[config.mk]
export PLATFORM = sky130hd
export DESIGN_NAME = dc_port_arbiter_flat
export DESIGN_NICKNAME = d
export VERILOG_FILES = /design/src/rtl/dc_arb_pkg.sv /design/src/rtl/dc_port_arbiter_if.sv /design/src/rtl/dc_arb_owner_fifo.sv /design/src/rtl/dc_port_arbiter.sv /design/src/flat_wrapper.sv
export SDC_FILE = /design/constraint.sdc
export NUM_CORES = 1
export LEC_CHECK = 0
export CORE_AREA = 3 3 130 132
export DETAILED_ROUTE_END_ITERATION = 8
export DIE_AREA = 0 0 133 135
export SYNTH_ARGS = -nofsm -noshare
export SYNTH_HDL_FRONTEND = slang
export SYNTH_SLANG_ARGS = --single-unit
[constraint.sdc]
create_clock -name clk -period 2.8 [get_ports clk]
set_clock_uncertainty 0.15 [all_clocks]
set_input_delay 0.56 -clock clk [delete_from_list [all_inputs] [get_ports clk]]
set_output_delay 0.56 -clock clk [all_outputs]
set_load 0.1 [all_outputs]
[src/rtl/dc_arb_pkg.sv]
// Shared constants for the dcache port arbiter slice.
// Owner encoding and default response geometry.
package dc_arb_pkg;

   localparam logic OWNER_LSU = 1'b0;
   localparam logic OWNER_BFS = 1'b1;

   localparam int DC_RESP_BEATS = 4;
   localparam int DC_ARB_DEPTH  = 4;

   // Counter width that stays legal for a size of 1.
   function automatic int cnt_w(input int n);
      return (n > 1) ? $clog2(n) : 1;
   endfunction

endpackage

[src/rtl/dc_port_arbiter_if.sv]
// Bundle of LSU, BFS and dcache signals around the arbiter.
// slave = arbiter view, master = surrounding logic view.
interface dc_port_arbiter_if;

   logic        lsu_req;
   logic [31:0] lsu_addr;
   logic        arb_lsu_ready;
   logic        arb_lsu_valid;

   logic        bfs_req;
   logic [31:0] bfs_addr;
   logic        arb_bfs_ready;
   logic        arb_bfs_valid;
   logic        arb_bfs_rbuf_empty;

   logic        arb_dc_req;
   logic [31:0] arb_dc_addr;
   logic        dc_ready;
   logic        dc_valid;
   logic [63:0] dc_rdata;
   logic [63:0] arb_rdata;

   logic        arb_err;
   logic [31:0] arb_perf_lsu_grants;
   logic [31:0] arb_perf_bfs_grants;
   logic [31:0] arb_perf_conflicts;

   modport slave (
      input  lsu_req, lsu_addr,
      input  bfs_req, bfs_addr,
      input  dc_ready, dc_valid, dc_rdata,
      output arb_lsu_ready, arb_lsu_valid,
      output arb_bfs_ready, arb_bfs_valid,
      output arb_bfs_rbuf_empty,
      output arb_dc_req, arb_dc_addr, arb_rdata,
      output arb_err,
      output arb_perf_lsu_grants,
      output arb_perf_bfs_grants,
      output arb_perf_conflicts
   );

   modport master (
      output lsu_req, lsu_addr,
      output bfs_req, bfs_addr,
      output dc_ready, dc_valid, dc_rdata,
      input  arb_lsu_ready, arb_lsu_valid,
      input  arb_bfs_ready, arb_bfs_valid,
      input  arb_bfs_rbuf_empty,
      input  arb_dc_req, arb_dc_addr, arb_rdata,
      input  arb_err,
      input  arb_perf_lsu_grants,
      input  arb_perf_bfs_grants,
      input  arb_perf_conflicts
   );

endinterface

[src/rtl/dc_arb_owner_fifo.sv]
// In-order FIFO of request owners (one bit per outstanding request).
// Also tracks how many BFS entries are queued.
module dc_arb_owner_fifo
   import dc_arb_pkg::*;
#(
   parameter int DEPTH = DC_ARB_DEPTH,
   localparam int AW = cnt_w(DEPTH),
   localparam int CW = AW + 1
) (
   input  logic          clk,
   input  logic          rst,
   input  logic          push,
   input  logic          push_owner,
   input  logic          pop,
   output logic          full,
   output logic          empty,
   output logic          head,
   output logic [CW-1:0] bfs_count
);

   logic          mem [DEPTH];
   logic [AW-1:0] wr_ptr;
   logic [AW-1:0] rd_ptr;
   logic [CW-1:0] count;
   logic          bfs_push;
   logic          bfs_pop;

   assign full     = (count == CW'(DEPTH));
   assign empty    = (count == '0);
   assign head     = mem[rd_ptr];
   assign bfs_push = push & (push_owner == OWNER_BFS);
   assign bfs_pop  = pop & (head == OWNER_BFS);

   // Storage write; contents are don't-care while empty.
   always_ff @(posedge clk) begin
      if (push)
         mem[wr_ptr] <= push_owner;
   end

   // Pointers, occupancy and BFS entry count.
   always_ff @(posedge clk) begin
      if (rst) begin
         wr_ptr    <= '0;
         rd_ptr    <= '0;
         count     <= '0;
         bfs_count <= '0;
      end else begin
         if (push)
            wr_ptr <= wr_ptr + 1'b1;
         if (pop)
            rd_ptr <= rd_ptr + 1'b1;
         count     <= count + CW'(push) - CW'(pop);
         bfs_count <= bfs_count + CW'(bfs_push)
                      - CW'(bfs_pop);
      end
   end

endmodule

[src/rtl/dc_port_arbiter.sv]
// Round-robin share of the dcache port between LSU and BFS engine.
// Optional perf counters: define DC_PORT_ARB_PERF_EN.
module dc_port_arbiter
   import dc_arb_pkg::*;
#(
   parameter int BEATS = DC_RESP_BEATS,
   parameter int DEPTH = DC_ARB_DEPTH
) (
   input  logic              clk,
   input  logic              rst,
   dc_port_arbiter_if.slave  bus
);

   localparam int BW = cnt_w(BEATS);
   localparam int CW = cnt_w(DEPTH) + 1;

   logic          prio;
   logic          err_q;
   logic [BW-1:0] beat;
   logic          avail;
   logic          lsu_fire;
   logic          bfs_fire;
   logic          fire;
   logic          steer;
   logic          last;
   logic          pop;
   logic          full;
   logic          empty;
   logic          head;
   logic [CW-1:0] bfs_count;

   assign avail = ~rst & bus.dc_ready & ~full;

   // Loser of the last conflict wins the next; the LSU term keeps
   // bfs_req out of the BFS ready path.
   assign bus.arb_bfs_ready = avail & (prio | ~bus.lsu_req);
   assign bus.arb_lsu_ready = avail & (~prio | ~bus.bfs_req);

   assign lsu_fire = bus.lsu_req & bus.arb_lsu_ready;
   assign bfs_fire = bus.bfs_req & bus.arb_bfs_ready;
   assign fire     = lsu_fire | bfs_fire;

   assign bus.arb_dc_req  = fire;
   assign bus.arb_dc_addr = bfs_fire ? bus.bfs_addr
                                     : bus.lsu_addr;

   assign steer = ~rst & bus.dc_valid & ~empty;
   assign last  = (beat == BW'(BEATS - 1));
   assign pop   = steer & last;

   assign bus.arb_lsu_valid = steer & (head == OWNER_LSU);
   assign bus.arb_bfs_valid = steer & (head == OWNER_BFS);
   assign bus.arb_rdata     = bus.dc_rdata;

   assign bus.arb_bfs_rbuf_empty = (bfs_count == '0);
   assign bus.arb_err            = err_q;

   dc_arb_owner_fifo #(
      .DEPTH (DEPTH)
   ) u_fifo (
      .clk        (clk),
      .rst        (rst),
      .push       (fire),
      .push_owner (bfs_fire),
      .pop        (pop),
      .full       (full),
      .empty      (empty),
      .head       (head),
      .bfs_count  (bfs_count)
   );

   // Priority flip on grant, beat count, sticky orphan-beat flag.
   always_ff @(posedge clk) begin
      if (rst) begin
         prio  <= 1'b0;
         beat  <= '0;
         err_q <= 1'b0;
      end else begin
         if (fire)
            prio <= ~bfs_fire;
         if (steer)
            beat <= last ? '0 : beat + 1'b1;
         if (bus.dc_valid & empty)
            err_q <= 1'b1;
      end
   end

`ifdef DC_PORT_ARB_PERF_EN
   logic [31:0] perf_lsu;
   logic [31:0] perf_bfs;
   logic [31:0] perf_cnf;

   // Wrapping grant and conflict counters.
   always_ff @(posedge clk) begin
      if (rst) begin
         perf_lsu <= '0;
         perf_bfs <= '0;
         perf_cnf <= '0;
      end else begin
         if (lsu_fire)
            perf_lsu <= perf_lsu + 1'b1;
         if (bfs_fire)
            perf_bfs <= perf_bfs + 1'b1;
         if (bus.lsu_req & bus.bfs_req & avail)
            perf_cnf <= perf_cnf + 1'b1;
      end
   end

   assign bus.arb_perf_lsu_grants = perf_lsu;
   assign bus.arb_perf_bfs_grants = perf_bfs;
   assign bus.arb_perf_conflicts  = perf_cnf;
`else
   assign bus.arb_perf_lsu_grants = '0;
   assign bus.arb_perf_bfs_grants = '0;
   assign bus.arb_perf_conflicts  = '0;
`endif

endmodule
[src/flat_wrapper.sv]
// flat-port wrapper written by rule: the top's interface ports become plain ports
module dc_port_arbiter_flat import dc_arb_pkg::*;
#(
   parameter int BEATS = DC_RESP_BEATS,
   parameter int DEPTH = DC_ARB_DEPTH
)
  (clk, rst, bus_lsu_req, bus_lsu_addr, bus_bfs_req, bus_bfs_addr, bus_dc_ready, bus_dc_valid, bus_dc_rdata, bus_arb_lsu_ready, bus_arb_lsu_valid, bus_arb_bfs_ready, bus_arb_bfs_valid, bus_arb_bfs_rbuf_empty, bus_arb_dc_req, bus_arb_dc_addr, bus_arb_rdata, bus_arb_err, bus_arb_perf_lsu_grants, bus_arb_perf_bfs_grants, bus_arb_perf_conflicts);
  dc_port_arbiter_if bus_i ();
  input  logic clk;
  input  logic rst;
  input wire logic [$bits(bus_i.lsu_req)-1:0] bus_lsu_req;
  input wire logic [$bits(bus_i.lsu_addr)-1:0] bus_lsu_addr;
  input wire logic [$bits(bus_i.bfs_req)-1:0] bus_bfs_req;
  input wire logic [$bits(bus_i.bfs_addr)-1:0] bus_bfs_addr;
  input wire logic [$bits(bus_i.dc_ready)-1:0] bus_dc_ready;
  input wire logic [$bits(bus_i.dc_valid)-1:0] bus_dc_valid;
  input wire logic [$bits(bus_i.dc_rdata)-1:0] bus_dc_rdata;
  output wire logic [$bits(bus_i.arb_lsu_ready)-1:0] bus_arb_lsu_ready;
  output wire logic [$bits(bus_i.arb_lsu_valid)-1:0] bus_arb_lsu_valid;
  output wire logic [$bits(bus_i.arb_bfs_ready)-1:0] bus_arb_bfs_ready;
  output wire logic [$bits(bus_i.arb_bfs_valid)-1:0] bus_arb_bfs_valid;
  output wire logic [$bits(bus_i.arb_bfs_rbuf_empty)-1:0] bus_arb_bfs_rbuf_empty;
  output wire logic [$bits(bus_i.arb_dc_req)-1:0] bus_arb_dc_req;
  output wire logic [$bits(bus_i.arb_dc_addr)-1:0] bus_arb_dc_addr;
  output wire logic [$bits(bus_i.arb_rdata)-1:0] bus_arb_rdata;
  output wire logic [$bits(bus_i.arb_err)-1:0] bus_arb_err;
  output wire logic [$bits(bus_i.arb_perf_lsu_grants)-1:0] bus_arb_perf_lsu_grants;
  output wire logic [$bits(bus_i.arb_perf_bfs_grants)-1:0] bus_arb_perf_bfs_grants;
  output wire logic [$bits(bus_i.arb_perf_conflicts)-1:0] bus_arb_perf_conflicts;
  assign bus_i.lsu_req = bus_lsu_req;
  assign bus_i.lsu_addr = bus_lsu_addr;
  assign bus_i.bfs_req = bus_bfs_req;
  assign bus_i.bfs_addr = bus_bfs_addr;
  assign bus_i.dc_ready = bus_dc_ready;
  assign bus_i.dc_valid = bus_dc_valid;
  assign bus_i.dc_rdata = bus_dc_rdata;
  assign bus_arb_lsu_ready = bus_i.arb_lsu_ready;
  assign bus_arb_lsu_valid = bus_i.arb_lsu_valid;
  assign bus_arb_bfs_ready = bus_i.arb_bfs_ready;
  assign bus_arb_bfs_valid = bus_i.arb_bfs_valid;
  assign bus_arb_bfs_rbuf_empty = bus_i.arb_bfs_rbuf_empty;
  assign bus_arb_dc_req = bus_i.arb_dc_req;
  assign bus_arb_dc_addr = bus_i.arb_dc_addr;
  assign bus_arb_rdata = bus_i.arb_rdata;
  assign bus_arb_err = bus_i.arb_err;
  assign bus_arb_perf_lsu_grants = bus_i.arb_perf_lsu_grants;
  assign bus_arb_perf_bfs_grants = bus_i.arb_perf_bfs_grants;
  assign bus_arb_perf_conflicts = bus_i.arb_perf_conflicts;
  dc_port_arbiter #(.BEATS(BEATS), .DEPTH(DEPTH)) u_core (.clk(clk), .rst(rst), .bus(bus_i));
endmodule
After elaboration in Yosys (flattened, before gate mapping)
Memory sizes are Yosys's and may differ from the RTL's. A register that Yosys moved wholly into a read port is not among the register bits. Index checks and enable logic that the tools add are counted.

Equality and inequality tests: 2. Reductions and logical operators: 2. Mux-type cells: 6. $add $sub $neg: 7. Bitwise gates (word level): 25.

Operators by type and width (count): 32-bit 2-to-1 mux (1); 1-bit bitwise AND (14); 1-bit inverter (8); 2-bit by 1-bit adder with 2-bit output (second input constant) (3); 3-bit by 1-bit adder with 3-bit output (2); 3-bit zero test (2); 2-bit 2-to-1 mux (3); 3-bit by 1-bit subtractor with 3-bit output (2); 3-bit equality test (second input constant) (1); 1-bit bitwise OR (3); 2-bit equality test (second input constant) (1); 1-bit 2-to-1 mux (2).

Flip-flop bits (word level): 14. RAM bits: 4. Word-level logic and storage cells: 50. Memories: 1. Output and inout port bits: 199. Input bits: 134.

Memories: u_core.u_fifo.mem (words 4, bits a word 1, rd ports 1, clocked after memory_dff 1, write ports 1, RTL line dc_arb_owner_fifo.sv:21) `logic mem [DEPTH];`.

Depth between registers and ports, before layout
Gate-level depths: netlist of run 1.

Depth after elaboration: 9. Mapped depth: 12. Mapped depth without buffers: 11.

By module
Synthesis of run 1 repeated with hierarchy kept, for this count alone.

Cell total of the unflattened synthesis: 289. Area, all modules: 2595.0 um2.

Modules (own cells, without submodules): dc_port_arbiter (seq. area each 80.1 um2, area each 1843.0 um2, cells each 226, times used 1); dc_arb_owner_fifo (seq. area each 360.3 um2, area each 752.0 um2, cells each 63, times used 1).

Least setup slack after synthesis of run 1
Ideal clock, no wire load.

Path kind: in2out. From: input port rst. To: output port bus_arb_lsu_ready. Data arrival time: 3.242 ns. Required time: 2.090 ns. Cell stages on the path: 4. Slack: -1.152 ns. Path buffers: 1. Path through: buf_2 nor2b_4 and2_2 a21boi_0.

Cells in the longest elaborated chain, start to end: 4.

RTL lines: from (decl) (RTL line flat_wrapper.sv:10) `input logic rst;`; 1-bit inverter (RTL line dc_port_arbiter.sv:32) `assign avail = ~rst & bus.dc_ready & ~full;`; 1-bit bitwise AND (2 in series) (RTL line dc_port_arbiter.sv:32); 1-bit bitwise AND (RTL line dc_port_arbiter.sv:37) `assign bus.arb_lsu_ready = avail & (~prio | ~bus.bfs_req);`; to (decl) (RTL line flat_wrapper.sv:18) `output wire logic [$bits(bus_i.arb_lsu_ready)-1:0] bus_arb_lsu_ready;`.

No other way between the ends.

Worst setup path after layout of run 1
From: register u_core.u_fifo.count[0]. To: output port bus_arb_dc_addr[3].

Cells in the longest elaborated chain, start to end: 6.

RTL lines: from (decl) (RTL line dc_arb_owner_fifo.sv:24) `logic [CW-1:0] count;`; from (signal assigned) (RTL line dc_arb_owner_fifo.sv:52) `count <= count + CW'(push) - CW'(pop);`; 3-bit equality test (RTL line dc_arb_owner_fifo.sv:28) `assign full = (count == CW'(DEPTH));`; 1-bit inverter (RTL line dc_port_arbiter.sv:32); 1-bit bitwise AND (RTL line dc_port_arbiter.sv:32); 1-bit bitwise AND (RTL line dc_port_arbiter.sv:36) `assign bus.arb_bfs_ready = avail & (prio | ~bus.lsu_req);`; 1-bit bitwise AND (RTL line dc_port_arbiter.sv:40) `assign bfs_fire = bus.bfs_req & bus.arb_bfs_ready;`; 32-bit 2-to-1 mux (RTL line dc_port_arbiter.sv:44) `assign bus.arb_dc_addr = bfs_fire ? bus.bfs_addr`; to (decl) (RTL line flat_wrapper.sv:24) `output wire logic [$bits(bus_i.arb_dc_addr)-1:0] bus_arb_dc_addr;`.

No other way between the ends.

==> impl_metrics.env, run 1 <==
export IMPL_run_status="completed"
export IMPL_antenna_found_initial=0
export IMPL_core_region_area_sq_um=15830
export IMPL_drive_above_1_share_pct=32.97
export IMPL_min_from="u_core.beat[0]"
export IMPL_critPathRequiredTime_ns=2.09
export IMPL_final_hold_violation_count=0
export IMPL_gp_congestion=0.6789
export IMPL_pin_count=333
export IMPL_cts_tree="built"
export IMPL_netSwitchingPower_w=0.001069
export IMPL_initialDrtViolationCount=17
export IMPL_power_frac_comb_pct=67.7
export IMPL_htreeDepth=1
export IMPL_hold_path_class="register to register"
export IMPL_dieArea_sq_um=17960
export IMPL_die_h_um=135
export IMPL_timing_final_ws_setup_ns=0.03845
export IMPL_setup_tns_final_ns=0
export IMPL_viasPerCell=3.059
export IMPL_clk_latency_ns=0.25
export IMPL_fmax_mhz=362.1
export IMPL_clkPwrFrac_pct=15.6
export IMPL_mostFrequentLayoutCells="conb_1 (96), clkdlybuf4s50_1 (64), buf_12 (40)"
export IMPL_grt_pass1_vias=1665
export IMPL_reg2reg_to="u_core.u_fifo.bfs_count[2]"
export IMPL_first_pass_iters=3
export IMPL_period_minus_slack_ns=2.762
export IMPL_grt_max_degree=17
export IMPL_postCtsHoldBufs=0
export IMPL_p_int_w=0.0008261
export IMPL_synth_top_cell_area_share_pct=43.72
export IMPL_synthToLayoutAreaGrowth_pct=45.90
export IMPL_grt_overflow_total=0
export IMPL_antenna_cells=0
export IMPL_period_share_pct=98.63
export IMPL_drt_wl_total_um=6768
export IMPL_dp_hpwl_um=5441
export IMPL_drc=0
export IMPL_endpoint_kind="output pin"
export IMPL_vias=1774
export IMPL_yosys_cell_types_count=39
export IMPL_p_sw_share_pct=56.41
export IMPL_ys_ff_latch=20
export IMPL_pre_cts_slack_ns=-0.1846
export IMPL_cts_root_buf="clkbuf_16"
export IMPL_yosys_area_top_type="buf_4"
export IMPL_p_leak_nw=1.924
export IMPL_syn_inst=292
export IMPL_min_path_cells=2
export IMPL_maxCapViolCount=0
export IMPL_postSynthAreaPerCell_sq_um=9.410
export IMPL_io_buffers=108
export IMPL_rr_worst_depth=10
export IMPL_r2r_start="u_core.u_fifo.mem[3]"
export IMPL_cts_buffers_inserted=3
export IMPL_synth_compound_area_share_pct=3.643
export IMPL_grt_usage_pct=6.756
export IMPL_die_x_um=133
export IMPL_synth_edf_count=4
export IMPL_final_common_cell="conb_1"
export IMPL_syn_area_sq_um=2748
export IMPL_synth_simple_area_share_pct=6.785
export IMPL_clk_path_buf_depth=2
export IMPL_seqPwrFrac_pct=16.7
export IMPL_antenna_left=0
export IMPL_ys_seq_area_share_pct=16.03
export IMPL_grt_pass1_wl_um=9432
export IMPL_synthMuxAreaShare_pct=18.49
export IMPL_cts_sinks=20
export IMPL_ys_async_sr_fraction_pct=0
export IMPL_rsz0062_at_grt="yes"
export IMPL_synth_xor_area_share_pct=1.594
export IMPL_clk_pin_slew_ns=0.05
export IMPL_drv_slew=0
export IMPL_fin_total_pwr_w=0.001895
export IMPL_min_to="u_core.beat[0]"
export IMPL_critPathMaxFanout=6
export IMPL_r2r_setup_slack_ns=0.16
export IMPL_crit_arrival_ns=2.05
export IMPL_nets=510
export IMPL_powerDensity_nw_per_um2=472.7
export IMPL_netlist_top_cells_area="buf_4 (44%), mux2_4 (15%), dfxtp_1 (12%)"
export IMPL_cp_start_kind="register"
export IMPL_rows=46
export IMPL_synth_ff_type="dfxtp_1"
export IMPL_synthAdderAreaFrac_pct=5.556
export IMPL_start_util_pct=17.36
export IMPL_synth_top_family_by_area="buffers and inverters"
export IMPL_finalSetupViolCount=0
export IMPL_wl_per_cell_um=11.67
export IMPL_ir_worst_vdd_mv=0.2455
export IMPL_path_class="register to output pin"
export IMPL_ys_warn_count=0
cell type report:
class	count	area, sq um
multi-input combinational	191	1391
fill	1704	11820
inverter	10	37.54
sequential	20	451.7
timing repair buffer	139	1779
tap	216	270.3
clock buffer	4	78.83
registers in the layout, summed over array words and instances, names as in the netlist, named ones only:
name	flops
u_core.prio	1
u_core.u_fifo.bfs_count	3
u_core.beat	2
u_core.u_fifo.rd_ptr	2
u_core.bus.arb_err	1
u_core.u_fifo.wr_ptr	2
u_core.u_fifo.mem	4
u_core.u_fifo.count	3
worst max path at each step:
stage	to	slack (ns)	cells after the start	from
6_report	bus_arb_dc_addr[3]	0.04	7	u_core.u_fifo.count[0]
5_1_grt	bus_arb_dc_addr[3]	-0.03	7	u_core.u_fifo.count[0]
4_1_cts	bus_arb_dc_addr[3]	-0.009	7	u_core.u_fifo.count[0]
3_5_place_dp	u_core.u_fifo.bfs_count[2]	-0.18	12	rst
3_3_place_gp	u_core.u_fifo.bfs_count[2]	-0.15	12	rst
2_1_floorplan	u_core.u_fifo.bfs_count[2]	0.01	11	u_core.u_fifo.count[1]
metal layers:
layer  track usage [%]  part of all wire [%]
met1             7.916                    37
met2             10.21                    47
met3             3.577                    12
met4             3.060                   3.1
met5                 0                     0
power groups by stage:
| stage | logic, W | registers, W | clock network, W |
|---|---|---|---|
| floorplan | 0.00149 | 0.000334 | 0 |
| global placement | 0.00126 | 0.000325 | 0 |
| detailed placement | 0.00126 | 0.000326 | 0 |
| CTS | 0.00128 | 0.000316 | 0.000303 |
| global route | 0.00132 | 0.000318 | 0.000318 |
| finish | 0.00128 | 0.000316 | 0.000295 |
critical path, cell delays in order (launching register included):
cell and delay [ns]:
dfxtp_4 0.34, or3b_4 0.42, o2111ai_4 0.12, buf_12 0.16, buf_8 0.13, buf_12 0.13, mux2_4 0.32, buf_12 0.17
through the flow:
stage,util (%),cells,hold slack (ns),area [sq um]
after global placement,23.59,564,0.3136,3734
after detailed placement,23.59,564,0.3358,3734
after global routing,25.33,580,0.3660,4009
after floorplan,-,387,0.2993,3127
after CTS,25.20,580,0.3433,3989
final,25.33,580,0.3351,4009
cell usage after synthesis (2+ instances only):
cell,instances
edfxtp_1,4
xnor2_1,3
or3_1,2
inv_1,10
nor2b_1,3
and2_1,6
o31ai_1,2
mux2i_1,2
buf_4,160
xor2_1,2
dfxtp_1,16
buf_12,3
buf_2,2
mux2_2,4
mux2_4,28
nand2_1,2
nor2_1,8
nor3_1,3
fa_1,2
a21oi_1,3
ha_1,9
cell families (layout without fill, tap and decap cells):
| logic type | count (synthesis) | in the layout |
|---|---|---|
| adder cells (fa/ha/maj) | 11 | 11 |
| AND/OR/NAND/NOR | 32 | 32 |
| AO/OA/AOI/OAI | 12 | 12 |
| flip-flops | 20 | 20 |
| XOR/XNOR | 5 | 5 |
| multiplexers | 35 | 35 |
| buffers and inverters | 176 | 153 |
| other | 1 | 96 |
what timing repair did:
action                                  4_1_cts  5_1_grt
buffers inserted                             10        0
endpoints found under the setup margin       30       25
resized for setup                            18        6
gates cloned                                  2        0
pin swaps                                     2        1
Power figures use the tool's default switching activity.
==> inputs of run 2 (changes only) <==
--- a/config.mk
+++ b/config.mk
@@ -6,6 +6,7 @@
 export NUM_CORES = 1
 export LEC_CHECK = 0
 export CORE_AREA = 3 3 130 132
+export CTS_BUF_LIST = sky130_fd_sc_hd__clkbuf_16
 export DETAILED_ROUTE_END_ITERATION = 8
 export DIE_AREA = 0 0 133 135
 export SYNTH_ARGS = -nofsm -noshare
==> run 2 against run 1 <==
Against the previous run: combinational power is essentially flat; largest power group unchanged; sequential cell count is the same; worst setup slack is essentially flat.
==> impl_metrics.env, run 2 (same netlist as run 1, synthesis figures left out) <==
export IMPL_viasPerCell=3.059
export IMPL_pin_count=333
export IMPL_clk_path_buf_depth=2
export IMPL_path_class="register to output pin"
export IMPL_power_frac_comb_pct=67.9
export IMPL_antenna_cells=0
export IMPL_reg_top3="u_core.u_fifo.mem: 4 flops, u_core.u_fifo.bfs_count: 3 flops, u_core.u_fifo.count: 3 flops"
export IMPL_hold_ws_ns=0.3351
export IMPL_start_util_pct=17.36
export IMPL_grt_max_degree=17
export IMPL_cts_sinks=20
export IMPL_r2r_setup_slack_ns=0.16
export IMPL_period_minus_slack_ns=2.762
export IMPL_run_status="completed"
export IMPL_grt_pass1_wl_um=9432
export IMPL_final_util_pct=25.33
export IMPL_final_common_cell="conb_1"
export IMPL_path_cells="or3b_4 -> o2111ai_4 -> buf_12 -> buf_8 -> buf_12 -> mux2_4 -> buf_12"
export IMPL_crit_buf_inv=4
export IMPL_cp_top_family="buffers and inverters"
export IMPL_fmax_mhz=362.1
export IMPL_grt_overflow_total=0
export IMPL_cpPeakStageDelay_ns=0.42
export IMPL_first_pass_iters=3
export IMPL_final_hold_violation_count=0
export IMPL_crit_arrival_ns=2.05
export IMPL_synthToLayoutAreaGrowth_pct=45.90
export IMPL_drv_slew=0
export IMPL_clk_pin_slew_ns=0.05
export IMPL_timing_final_ws_setup_ns=0.03801
export IMPL_cts_buffers_inserted=3
export IMPL_critPathMaxFanout=6
export IMPL_die_h_um=135
export IMPL_cts_tree="built"
export IMPL_die_x_um=133
export IMPL_hold_path_class="register to register"
export IMPL_vias=1774
export IMPL_crit_path_frequent_cell="buf_12"
export IMPL_antenna_left=0
export IMPL_nets=510
export IMPL_grt_usage_pct=6.756
export IMPL_largest_register="u_core.u_fifo.mem"
export IMPL_cts_root_buf="clkbuf_16"
export IMPL_p_leak_nw=1.928
export IMPL_grt_pass1_vias=1665
export IMPL_cp_start_kind="register"
export IMPL_period_share_pct=98.64
export IMPL_seqPwrFrac_pct=16.7
export IMPL_ir_worst_vdd_mv=0.2455
export IMPL_slowest_stage="or3b_4"
export IMPL_antenna_found_initial=0
export IMPL_powerDensity_nw_per_um2=471.9
export IMPL_htreeDepth=1
export IMPL_pre_cts_slack_ns=-0.1846
export IMPL_p_sw_share_pct=56.53
export IMPL_initialDrtViolationCount=17
export IMPL_endpoint_kind="output pin"
export IMPL_post_dp_cell_area_sq_um=3734
export IMPL_netSwitchingPower_w=0.001069
export IMPL_clkPwrFrac_pct=15.4
export IMPL_critPathRequiredTime_ns=2.09
export IMPL_io_buffers=108
export IMPL_largest_reg_flops=4
export IMPL_clk_latency_ns=0.25
export IMPL_dieArea_sq_um=17960
export IMPL_mostFrequentLayoutCells="conb_1 (96), clkdlybuf4s50_1 (64), buf_12 (40)"
export IMPL_dp_hpwl_um=5441
export IMPL_p_int_w=0.0008224
export IMPL_maxCapViolCount=0
export IMPL_gp_congestion=0.6789
export IMPL_drc=0
export IMPL_rows=46
export IMPL_core_region_area_sq_um=15830
export IMPL_drive_above_1_share_pct=32.97
export IMPL_rsz0062_at_grt="yes"
export IMPL_fin_area_sq_um=4009
export IMPL_wl_per_cell_um=11.67
export IMPL_drt_wl_total_um=6768
export IMPL_finalSetupViolCount=0
==> run 2: changes by cell type in the layout (fill, tap and decap cells not counted), sizes merged <==
| cell | previous run | this run |
|---|---|---|
| clkbuf | 4 | 3 |
| inv | 10 | 11 |
==> run 2: through the flow <==
| stage | setup TNS [ns] | power, W | instances |
|---|---|---|---|
| finish | 0 | 0.001892 | 580 |
| global route | -0.1620 | 0.001952 | 580 |
| CTS | -0.01732 | 0.001900 | 580 |
| detailed placement | -3.358 | 0.001584 | 564 |
| global placement | -3.352 | 0.001582 | 564 |
| floorplan | 0 | 0.001819 | 387 |
==> run 2: per-layer routing <==
metal / global-route usage, % / part of all wire [%]
met1: 7.916 / 37
met2: 10.21 / 47
met3: 3.577 / 12
met4: 3.060 / 3.1
met5: 0 / 0
==> run 2: layout make-up <==
cell class              instances  area (sq um)
fillers                      1704         11820
repair buffers                139          1779
multi-input cells             191          1391
flip-flops and latches         20         451.7
well taps                     216         270.3
clock buffers                   3         75.07
inverters                      10         37.54
clock inverters                 1         3.754
==> run 2: power groups by stage <==
stage,Sequential [W],Clock (W),Combinational (W)
after detailed placement,0.000326,0,0.00126
after floorplan,0.000334,0,0.00149
after global placement,0.000325,0,0.00126
after CTS,0.000316,0.000299,0.00128
final,0.000316,0.000292,0.00128
after global routing,0.000318,0.000314,0.00132
==> run 2: path summary, 6_finish.rpt <==
path	startpoint	endpoint	cells past startpoint
setup / recovery	u_core.u_fifo.count[0]	bus_arb_dc_addr[3]	7
hold reg to reg	u_core.beat[0]	u_core.beat[0]	2
setup reg to reg	u_core.u_fifo.mem[3]	u_core.u_fifo.bfs_count[2]	10
hold / removal	u_core.beat[0]	u_core.beat[0]	2
==> run 2: worst register-to-register path, delay by kind of cell (launching register included) <==
| family | cells | cell delay [ns] |
|---|---|---|
| xor gates and xnor gates | 2 | 0.30 |
| adders and majority gates | 3 | 0.79 |
| buffers and inverters | 2 | 0.11 |
| DFF | 1 | 0.37 |
| muxes | 1 | 0.54 |
| and+or+nand+nor | 2 | 0.26 |
==> run 2: repair_timing <==
item                                    4_1_cts  5_1_grt
resized for setup                            18        6
cloned                                        2        0
setup buffers                                10        0
hold endpoints to repair                      0        0
endpoints found under the setup margin       30       25
pin swaps                                     2        1
hold buffers                                  0        0
==> inputs of run 3 (changes only) <==
--- a/config.mk
+++ b/config.mk
@@ -5,10 +5,10 @@
 export SDC_FILE = /design/constraint.sdc
 export NUM_CORES = 1
 export LEC_CHECK = 0
-export CORE_AREA = 3 3 130 132
+export CORE_AREA = 3 3 128 130
 export CTS_BUF_LIST = sky130_fd_sc_hd__clkbuf_16
 export DETAILED_ROUTE_END_ITERATION = 8
-export DIE_AREA = 0 0 133 135
+export DIE_AREA = 0 0 131 133
 export SYNTH_ARGS = -nofsm -noshare
 export SYNTH_HDL_FRONTEND = slang
 export SYNTH_SLANG_ARGS = --single-unit
==> constraint.sdc (replaced) <==
create_clock -name clk -period 3.5 [get_ports clk]
set_clock_uncertainty 0.15 [all_clocks]
set_input_delay 0.7 -clock clk [delete_from_list [all_inputs] [get_ports clk]]
set_output_delay 0.7 -clock clk [all_outputs]
set_load 0.1 [all_outputs]
==> run 3 against run 2 <==
Against the previous run: sequential share of layout area up 0.77 points; worst setup slack better by 0.19 ns; first-iteration DRC count fell by 18%; wire length down 3.0%; critical endpoint is now bus_arb_dc_addr[25].
==> impl_metrics.env, run 3 (same netlist as run 1, synthesis figures left out) <==
export IMPL_powerDensity_nw_per_um2=404.7
export IMPL_wl_per_cell_um=12.00
export IMPL_fin_total_pwr_w=0.001481
export IMPL_period_minus_slack_ns=3.272
export IMPL_die_h_um=133
export IMPL_io_buffers=108
export IMPL_cp_top_family="buffers and inverters"
export IMPL_antenna_found_initial=0
export IMPL_crit_path_frequent_cell="buf_12"
export IMPL_largest_register="u_core.u_fifo.mem"
export IMPL_cts_buffers_inserted=3
export IMPL_cpPeakStageDelay_ns=0.52
export IMPL_cp_start_kind="primary input"
export IMPL_grt_usage_pct=6.594
export IMPL_rows=45
export IMPL_hold_path_class="register to register"
export IMPL_critPathRequiredTime_ns=2.65
export IMPL_die_x_um=131
export IMPL_cts_root_buf="clkbuf_16"
export IMPL_final_hold_violation_count=0
export IMPL_grt_overflow_total=0
export IMPL_drive_above_1_share_pct=25.30
export IMPL_mostFrequentLayoutCells="conb_1 (96), clkdlybuf4s50_1 (69), buf_12 (38)"
export IMPL_clk_latency_ns=0.25
export IMPL_first_pass_iters=4
export IMPL_largest_reg_flops=4
export IMPL_p_leak_nw=1.711
export IMPL_fmax_mhz=305.6
export IMPL_pin_count=333
export IMPL_clk_path_buf_depth=2
export IMPL_final_cells=547
export IMPL_grt_pass1_vias=1689
export IMPL_grt_pass1_wl_um=9101
export IMPL_post_dp_cell_area_sq_um=3580
export IMPL_clk_pin_slew_ns=0.05
export IMPL_initialDrtViolationCount=14
export IMPL_ir_worst_vdd_mv=0.1477
export IMPL_crit_arrival_ns=2.42
export IMPL_setup_tns_final_ns=0
export IMPL_cts_tree="built"
export IMPL_run_status="completed"
export IMPL_nets=482
export IMPL_pre_cts_slack_ns=0.2276
export IMPL_slowest_stage="clkdlybuf4s50_1"
export IMPL_grt_max_degree=33
export IMPL_timing_final_ws_setup_ns=0.2278
export IMPL_drv_slew=0
export IMPL_antenna_cells=0
export IMPL_core_region_area_sq_um=15260
export IMPL_synthToLayoutAreaGrowth_pct=33.15
export IMPL_drt_wl_total_um=6565
export IMPL_final_common_cell="conb_1"
export IMPL_finalSetupViolCount=0
export IMPL_start_util_pct=18.01
export IMPL_antenna_left=0
export IMPL_path_class="primary input to output pin"
export IMPL_cts_repair_resized=0
export IMPL_critPathMaxFanout=32
export IMPL_maxCapViolCount=0
export IMPL_cts_setup_buffers=0
export IMPL_crit_buf_inv=3
export IMPL_dieArea_sq_um=17420
export IMPL_fin_area_sq_um=3659
export IMPL_cts_sinks=20
export IMPL_viasPerCell=3.119
export IMPL_htreeDepth=1
export IMPL_path_cells="clkdlybuf4s50_1 -> nor2b_4 -> o2111ai_4 -> buf_12 -> mux2_4 -> buf_12"
export IMPL_gp_congestion=0.7232
export IMPL_reg_top3="u_core.u_fifo.mem: 4 flops, u_core.u_fifo.bfs_count: 3 flops, u_core.u_fifo.count: 3 flops"
export IMPL_drc=0
export IMPL_endpoint_kind="output pin"
export IMPL_postCtsHoldBufs=0
export IMPL_dpl_cell_count=543
export IMPL_rsz0062_at_grt="no"
export IMPL_period_share_pct=93.49
export IMPL_dp_hpwl_um=5817
export IMPL_vias=1706
run 3: cell types whose count changed in the layout (fill, tap and decap cells not counted), sizes merged:
| cell | delta |
|---|---|
| bufbuf | -1 |
| dlygate4sd2 | -3 |
| dlymetal6s2s | -1 |
| clkdlybuf4s15 | -1 |
| clkdlybuf4s50 | +5 |
| buf | -27 |
run 3: power breakdown:
part / total (W) / switching (W) / internal, W
combinational: 0.000995 / 0.000759 / 0.000237
clock: 0.000230 / 0.0000783 / 0.000152
sequential: 0.000255 / 0.00000991 / 0.000245
total: 0.00148 / 0.000847 / 0.000634
run 3: final timing paths:
kind	end	depth (start not counted)	start	slack (ns)
setup / recovery	bus_arb_dc_addr[25]	6	rst	0.23
hold / removal	u_core.beat[0]	2	u_core.beat[0]	0.33
setup reg to reg	u_core.u_fifo.bfs_count[2]	10	register	0.85
hold reg to reg	u_core.beat[0]	2	u_core.beat[0]	0.33
run 3: layout make-up:
| type | instances | area (sq um) |
|---|---|---|
| fill | 1621 | 11600 |
| timing repair buffer | 111 | 1481 |
| multi-input combinational | 191 | 1356 |
| sequential | 20 | 440.4 |
| tap | 211 | 264.0 |
| clock buffer | 3 | 75.07 |
| inverter | 10 | 37.54 |
| clock inverter | 1 | 3.754 |
run 3: worst min-delay path, cell delays in order, from the launching register on:
cell and delay [ns]:
dfxtp_1 0.32, nand2_1 0.06, a21oi_1 0.05
run 3: through the flow:
step | hold slack, ns | utilization (%)
2_1_floorplan | 0.2993 | -
3_3_place_gp | 0.3067 | 23.46
3_5_place_dp | 0.3218 | 23.46
4_1_cts | 0.3283 | 23.98
5_1_grt | 0.3682 | 23.98
6_report | 0.3312 | 23.98
run 3: routing by layer:
| metal | up-vias | global-route usage, % | wire [um] |
|---|---|---|---|
| met4 | 0 | 3.086 | 201 |
| met1 | 782 | 6.735 | 2095 |
| met3 | 27 | 3.472 | 931 |
| met2 | 124 | 10.98 | 3337 |
| li1 | 773 | - | - |
| met5 | - | 0 | 0 |
